===== src/rtl/riscv_mem_pkg.sv =====
// rtl/riscv_mem_pkg.sv - shared types and helpers for the unified memory arbiter
package riscv_mem_pkg;

  typedef enum logic [1:0] {
    SRC_NONE = 2'd0,
    SRC_IF   = 2'd1,
    SRC_D    = 2'd2
  } mem_src_e;

  typedef struct packed {
    mem_src_e src;
    logic     we;
  } mem_tag_t;

  localparam int MEM_RD_LATENCY = 2;

  localparam mem_tag_t TAG_IDLE = '{src: SRC_NONE, we: 1'b0};

  // A flushed fetch keeps its SRAM slot but loses its destination.
  function automatic mem_tag_t flush_tag(input mem_tag_t t, input logic flush);
    mem_tag_t r;
    r = t;
    if (flush && (t.src == SRC_IF)) r.src = SRC_NONE;
    return r;
  endfunction

endpackage


===== src/rtl/mem_arb_starve_ctr.sv =====
// rtl/mem_arb_starve_ctr.sv - fetch starvation counter, used only when FAIR_ARB_EN is defined
module mem_arb_starve_ctr #(
  parameter int LIMIT = 4
) (
  input  logic clk,
  input  logic resetn,
  input  logic if_req_valid,
  input  logic if_req_ready,
  output logic force_if
);

  localparam logic [3:0] LIMIT_W = 4'(LIMIT);

  logic [3:0] count;

  // Count consecutive lost fetch cycles, saturating; any fetch grant clears it.
  always_ff @(posedge clk or negedge resetn) begin
    if (!resetn) begin
      count <= 4'd0;
    end else if (if_req_valid && if_req_ready) begin
      count <= 4'd0;
    end else if (if_req_valid && (count != LIMIT_W)) begin
      count <= count + 4'd1;
    end
  end

  assign force_if = (count == LIMIT_W);

endmodule


===== src/rtl/unified_mem_arbiter.sv =====
// rtl/unified_mem_arbiter.sv - IF/D arbiter sharing one SRAM, fixed 2-cycle in-order responses; FAIR_ARB_EN enables anti-starvation
module unified_mem_arbiter
  import riscv_mem_pkg::*;
#(
  parameter int ADDR_WIDTH   = 32,
  parameter int DATA_WIDTH   = 32,
  parameter int STARVE_LIMIT = 4
) (
  input  logic                    clk,
  input  logic                    resetn,
  input  logic                    if_req_valid,
  output logic                    if_req_ready,
  input  logic [ADDR_WIDTH-1:0]   if_addr,
  input  logic                    if_flush,
  output logic                    if_rsp_valid,
  output logic [DATA_WIDTH-1:0]   if_rsp_data,
  input  logic                    d_req_valid,
  output logic                    d_req_ready,
  input  logic [ADDR_WIDTH-1:0]   d_addr,
  input  logic                    d_we,
  input  logic [DATA_WIDTH/8-1:0] d_wmask,
  input  logic [DATA_WIDTH-1:0]   d_wdata,
  output logic                    d_rsp_valid,
  output logic [DATA_WIDTH-1:0]   d_rsp_data,
  output logic                    mem_en,
  output logic [DATA_WIDTH/8-1:0] mem_wmask,
  output logic [ADDR_WIDTH-1:0]   mem_addr,
  output logic [DATA_WIDTH-1:0]   mem_wdata,
  input  logic [DATA_WIDTH-1:0]   mem_rdata
);

  localparam int MW = DATA_WIDTH / 8;

  if ((STARVE_LIMIT < 1) || (STARVE_LIMIT > 15)) begin : g_bad_limit
    $error("STARVE_LIMIT must be in 1..15");
  end

  logic     force_if;
  logic     d_grant;
  logic     if_grant;
  mem_tag_t s1_tag;
  mem_tag_t s2_tag;
  mem_tag_t s2_live;

`ifdef FAIR_ARB_EN
  mem_arb_starve_ctr #(
    .LIMIT (STARVE_LIMIT)
  ) u_starve_ctr (
    .clk          (clk),
    .resetn       (resetn),
    .if_req_valid (if_req_valid),
    .if_req_ready (if_req_ready),
    .force_if     (force_if)
  );
`else
  assign force_if = 1'b0;
`endif

  // D has priority unless the fetch side has been starved long enough.
  assign d_req_ready  = resetn & ~force_if;
  assign if_req_ready = resetn & (~d_req_valid | force_if);
  assign d_grant      = d_req_valid & d_req_ready;
  assign if_grant     = if_req_valid & if_req_ready;

  // Stage 1: register the granted request and drive it onto the SRAM port.
  always_ff @(posedge clk or negedge resetn) begin
    if (!resetn) begin
      mem_en    <= 1'b0;
      mem_addr  <= '0;
      mem_wmask <= '0;
      mem_wdata <= '0;
      s1_tag    <= TAG_IDLE;
    end else if (d_grant) begin
      mem_en    <= 1'b1;
      mem_addr  <= d_addr;
      mem_wmask <= d_we ? d_wmask : {MW{1'b0}};
      mem_wdata <= d_we ? d_wdata : {DATA_WIDTH{1'b0}};
      s1_tag    <= '{src: SRC_D, we: d_we};
    end else if (if_grant) begin
      mem_en    <= 1'b1;
      mem_addr  <= if_addr;
      mem_wmask <= '0;
      mem_wdata <= '0;
      s1_tag    <= '{src: SRC_IF, we: 1'b0};
    end else begin
      mem_en    <= 1'b0;
      mem_addr  <= '0;
      mem_wmask <= '0;
      mem_wdata <= '0;
      s1_tag    <= TAG_IDLE;
    end
  end

  // Stage 2: tag follows the SRAM read in flight; a flush drops fetch ownership.
  always_ff @(posedge clk or negedge resetn) begin
    if (!resetn) begin
      s2_tag <= TAG_IDLE;
    end else begin
      s2_tag <= flush_tag(s1_tag, if_flush);
    end
  end

  // Tag of the read whose data is arriving now, after any same-cycle flush.
  always_comb begin
    s2_live = flush_tag(s2_tag, if_flush);
  end

  // Response stage: capture SRAM data and route it to the owning port.
  always_ff @(posedge clk or negedge resetn) begin
    if (!resetn) begin
      if_rsp_valid <= 1'b0;
      if_rsp_data  <= '0;
      d_rsp_valid  <= 1'b0;
      d_rsp_data   <= '0;
    end else begin
      if_rsp_valid <= (s2_live.src == SRC_IF);
      if_rsp_data  <= (s2_live.src == SRC_IF) ? mem_rdata : {DATA_WIDTH{1'b0}};
      d_rsp_valid  <= (s2_live.src == SRC_D);
      d_rsp_data   <= ((s2_live.src == SRC_D) && !s2_live.we) ? mem_rdata : {DATA_WIDTH{1'b0}};
    end
  end

endmodule


===== config.mk =====
export PLATFORM = sky130hd
export DESIGN_NAME = unified_mem_arbiter
export DESIGN_NICKNAME = d
export VERILOG_FILES = /design/src/rtl/riscv_mem_pkg.sv /design/src/rtl/mem_arb_starve_ctr.sv /design/src/rtl/unified_mem_arbiter.sv
export SDC_FILE = /design/constraint.sdc
export NUM_CORES = 1
export LEC_CHECK = 0
export CORE_ASPECT_RATIO = 0.9
export CORE_UTILIZATION = 38
export CTS_CLUSTER_SIZE = 12
export DETAILED_ROUTE_END_ITERATION = 6
export MAX_ROUTING_LAYER = met4
export PLACE_DENSITY = 0.86
export RECOVER_POWER = 100
export SLEW_MARGIN = 20
export SYNTH_ARGS = -nofsm -noshare
export SYNTH_HDL_FRONTEND = slang
export SYNTH_SLANG_ARGS = --single-unit

===== constraint.sdc =====
create_clock -name clk -period 1.38 [get_ports clk]
set_clock_uncertainty 0.15 [all_clocks]
set_input_delay 0.345 -clock clk [delete_from_list [all_inputs] [get_ports clk]]
set_output_delay 0.345 -clock clk [all_outputs]
set_load 0.02 [all_outputs]

==> tab_implementation.tex <==
\begin{tabular}{lr}
\hline
Metric & Value \\
\hline
\multicolumn{2}{l}{\textbf{Status}} \\
\quad Result of the run & finished, violations left \\
\quad Violations in the final reports & negative hold slack, negative setup slack \\
\multicolumn{2}{l}{\textbf{Clock tree}} \\
\quad Worst-Skew Late Latency & 400 ps \\
\quad Post-CTS Hold Fix Bufs & 1 \\
\quad Number of buffers added for setup after CTS & 0 \\
\quad Clock tree buffer depth & 2 \\
\quad Number of clock sinks seen by CTS & 141 \\
\quad H-tree levels & 4 \\
\quad Clock edge transition at the registers on the reported setup and hold paths & 60 ps \\
\quad Clock root buffer & sky130\_fd\_sc\_hd\_\_clkbuf\_16 \\
\quad CTS Buf Count & 17 \\
\quad TritonCTS clock tree & built \\
\multicolumn{2}{l}{\textbf{Timing}} \\
\quad Count of final setup violators & 135 \\
\quad Slew of the pin with the lowest slew margin & 647.5 ps \\
\quad Fin. Hold Viols & 1 \\
\quad Minimum clock period after layout & 1453 ps \\
\quad Sum of negative setup slack & -3528 ps \\
\quad Number of max-slew violations in the final report & 0 \\
\quad Fmax & 688.2 MHz \\
\quad Worst setup slack after layout & -72.97 ps \\
\quad Share of the clock period used by the worst path after layout & 105.3\% \\
\quad Headroom to the max-slew limit & 56.83\% \\
\quad Worst Hold Margin & -252.1 ps \\
\quad RSZ-0062 raised after global routing & true \\
\multicolumn{2}{l}{\textbf{Floorplan}} \\
\quad Die boundary height & 108.0 um \\
\quad Number of primary I/O pins & 275 \\
\quad Die boundary width & 119.8 um \\
\quad Row cnt & 38 \\
\quad Initial core utilization & 39.11\% \\
\quad DIE AREA & 12930 um2 \\
\quad Core Area & 12120 um2 \\
\multicolumn{2}{l}{\textbf{Synthesis}} \\
\quad Synth Cell Area & 4742 um2 \\
\quad Number of distinct library cells after synthesis & 15 \\
\quad Synth Area per Inst & 15.45 um2 \\
\quad Cells after Synth & 307 \\
\quad Seq cells post-synth & 141 \\
\quad Number of warnings issued by yosys & 0 \\
\quad Post-Synthesis Net Count & 445 \\
\quad Portion of the post-synthesis area used by sequential elements & 74.41\% \\
\multicolumn{2}{l}{\textbf{Placement}} \\
\quad RD Place Congestion & 0.7941 \\
\quad Port Buffer Count & 274 \\
\quad Final HPWL DP & 9634 um \\
\multicolumn{2}{l}{\textbf{Critical path}} \\
\quad Kind of cell with the highest combined delay on the critical path & flip-flops \\
\quad Highest net fanout along the worst path & 1 \\
\quad Kind of end point of the critical path & primary output \\
\quad Type of the worst setup path & flip-flop to primary output \\
\quad CP max stage delay & 410 ps \\
\quad Critical path data required time & 880 ps \\
\quad Critical-path cell list & buf\_6 \\
\quad CP Buf/Inv Count & 1 \\
\quad Slowest CP cell & sky130\_fd\_sc\_hd\_\_dfrtp\_1 \\
\quad Crit path launch type & flip-flop \\
\quad CP arrival & 960 ps \\
\multicolumn{2}{l}{\textbf{Route}} \\
\quad Remaining design rule violation count & 0 \\
\quad Router iterations before antenna repair & 5 \\
\quad Detailed router's first-iteration violation count & 158 \\
\quad Post-route antenna net violation count & 0 \\
\quad Detailed-route vias per instance & 4.561 \\
\quad Detailed-route via count & 3498 \\
\quad Routed length per placed instance & 17.24 um \\
\quad Final wirelength & 13220 um \\
\multicolumn{2}{l}{\textbf{Power and ir drop}} \\
\quad Internal power & 7.719 mW \\
\quad Flop pwr share & 43.8\% \\
\quad Worst voltage drop across the vdd grid & 0.7945 mV \\
\quad Proportion of total power due to net switching & 22.30\% \\
\quad Switching power summed over all nets & 2.215 mW \\
\quad Clock power share & 44.1\% \\
\quad Total leakage power & 4.039 nW \\
\quad Comb pwr share & 12.2\% \\
\quad Power per unit of standard cell area & 1182 nW/um2 \\
\multicolumn{2}{l}{\textbf{GRT}} \\
\quad Wire length of the first global-routing pass & 19970 um \\
\quad Maximum number of pins on one net before global-route repair & 84 \\
\quad Total congestion overflow after global routing & 0 \\
\quad Number of antenna violations at the first check in global routing & 0 \\
\quad Overall track demand over capacity in global routing & 22.02\% \\
\quad Number of global-route vias before repair & 3770 \\
\multicolumn{2}{l}{\textbf{Worst hold path}} \\
\quad Class of the worst hold path & input port to async pin \\
\multicolumn{2}{l}{\textbf{Layout}} \\
\quad Fraction of final layout cells with drive strength greater than 1 & 31.14\% \\
\quad End-of-flow core utilization & 69.34\% \\
\quad Area delta synth->final & 77.28\% \\
\quad Final nets & 732 \\
\quad Number of antenna repair diodes & 0 \\
\multicolumn{2}{l}{\textbf{Flow run}} \\
\quad Max\_cap viols & 0 \\
\hline
\end{tabular}
[per-layer routing]
metal | wire (um) | part of all wire [%] | up-vias | global-route usage (%)
met2 | 7407 | 56 | 180 | 39.35
met1 | 4602 | 35 | 1705 | 22.03
met5 | 0 | 0 | - | -
met4 | 209 | 1.6 | 0 | 8.750
li1 | - | - | 1593 | -
met3 | 999 | 7.6 | 20 | 7.700
[flip-flops by register name, summed over array words and instances, names as in the netlist, 2 cells and up]
name and flops:
d_rsp_data 32, if_rsp_data 32, mem_addr 32, mem_wdata 32, mem_wmask 4, s1_tag 3, s2_tag 2
[final timing paths]
check	endpoint	slack (ps)	from	cells after the start
hold / removal	mem_wdata[29]	-250	resetn	2
setup reg to reg	d_rsp_data[0]	70	s2_tag[1]	3
hold reg to reg	s2_live[0]	210	s1_tag[0]	0
setup / recovery	mem_addr[1]	-70	mem_addr[1]	1
max in group asynchronous	mem_wdata[7]	150	resetn	4
min in group clk	s2_live[0]	210	s1_tag[0]	0
[power groups by stage]
stage / registers, mW / logic, mW / clock network [mW]
floorplan: 4.56 / 0.196 / 0
global placement: 4.39 / 1.19 / 0
detailed placement: 4.39 / 1.21 / 0
CTS: 4.35 / 1.24 / 4.48
global route: 4.36 / 1.28 / 4.68
finish: 4.35 / 1.21 / 4.38
[synthesized netlist by cell type]
library cell / instances / share of area [%]
sky130_fd_sc_hd__dfrtp_1: 141 / 74
sky130_fd_sc_hd__and2_1: 99 / 13
sky130_fd_sc_hd__a32o_1: 32 / 6.8
sky130_fd_sc_hd__buf_2: 10 / 1.1
sky130_fd_sc_hd__buf_6: 9 / 2.1
sky130_fd_sc_hd__clkbuf_1: 4 / 0.32
sky130_fd_sc_hd__and2_2: 3 / 0.47
sky130_fd_sc_hd__nor3b_4: 2 / 0.79
sky130_fd_sc_hd__a21boi_0: 1 / 0.16
sky130_fd_sc_hd__and2b_2: 1 / 0.18
sky130_fd_sc_hd__and3_1: 1 / 0.13
sky130_fd_sc_hd__buf_4: 1 / 0.16
sky130_fd_sc_hd__inv_1: 1 / 0.079
sky130_fd_sc_hd__nor2b_1: 1 / 0.13
sky130_fd_sc_hd__o21a_1: 1 / 0.16
[cell families after synthesis]
group                  share of synthesized area, %
AOI/OAI and AO/OA                             7.071
buffers and inverters                         3.747
DFF                                           74.41
and+or+nand+nor                               14.78
[final cells by class]
| type | count | area (um2) |
|---|---|---|
| fillers | 830 | 3717 |
| flip-flops and latches | 141 | 3528 |
| repair buffers | 292 | 3064 |
| multi-input cells | 141 | 1032 |
| clock buffers | 21 | 460.4 |
| well taps | 160 | 200.2 |
| clock inverters | 11 | 117.6 |
| inverters | 1 | 3.754 |
[cells in the final DEF, fill, tap and decap left out, types with 2 or more instances in the layout]
master	count
sky130_fd_sc_hd__clkbuf_4	4
sky130_fd_sc_hd__dlygate4sd3_1	2
sky130_fd_sc_hd__clkbuf_8	2
sky130_fd_sc_hd__buf_4	6
sky130_fd_sc_hd__clkbuf_1	5
sky130_fd_sc_hd__clkinvlp_4	2
sky130_fd_sc_hd__clkdlybuf4s50_1	134
sky130_fd_sc_hd__clkbuf_16	17
sky130_fd_sc_hd__a32o_1	32
sky130_fd_sc_hd__buf_2	2
sky130_fd_sc_hd__dfrtp_1	141
sky130_fd_sc_hd__and2_0	23
sky130_fd_sc_hd__and2_2	3
sky130_fd_sc_hd__clkinv_2	5
sky130_fd_sc_hd__clkinv_4	2
sky130_fd_sc_hd__and2_1	76
sky130_fd_sc_hd__buf_6	135
sky130_fd_sc_hd__buf_12	3
sky130_fd_sc_hd__bufinv_16	2
[through the flow]
stage | hold WS (ps) | instance area (um2) | power, mW | setup WS, ps | instances
after detailed placement | 118.5 | 7715 | 5.604 | -659.6 | 734
final | -252.1 | 8407 | 9.935 | -72.97 | 767
after global placement | 117.5 | 7715 | 5.572 | -662.1 | 734
after floorplan | -100.6 | 4742 | 4.757 | 114.5 | 307
after global routing | -270.3 | 8407 | 10.32 | -118.3 | 767
after CTS | -326.6 | 8473 | 10.07 | -104.7 | 767
[repair_timing]
| action | CTS | global route |
|---|---|---|
| setup endpoints to repair | 138 | 135 |
| hold endpoints to repair | 85 | 18 |
| resized for setup | 816 | 0 |
(Power assumes the default switching activity.)
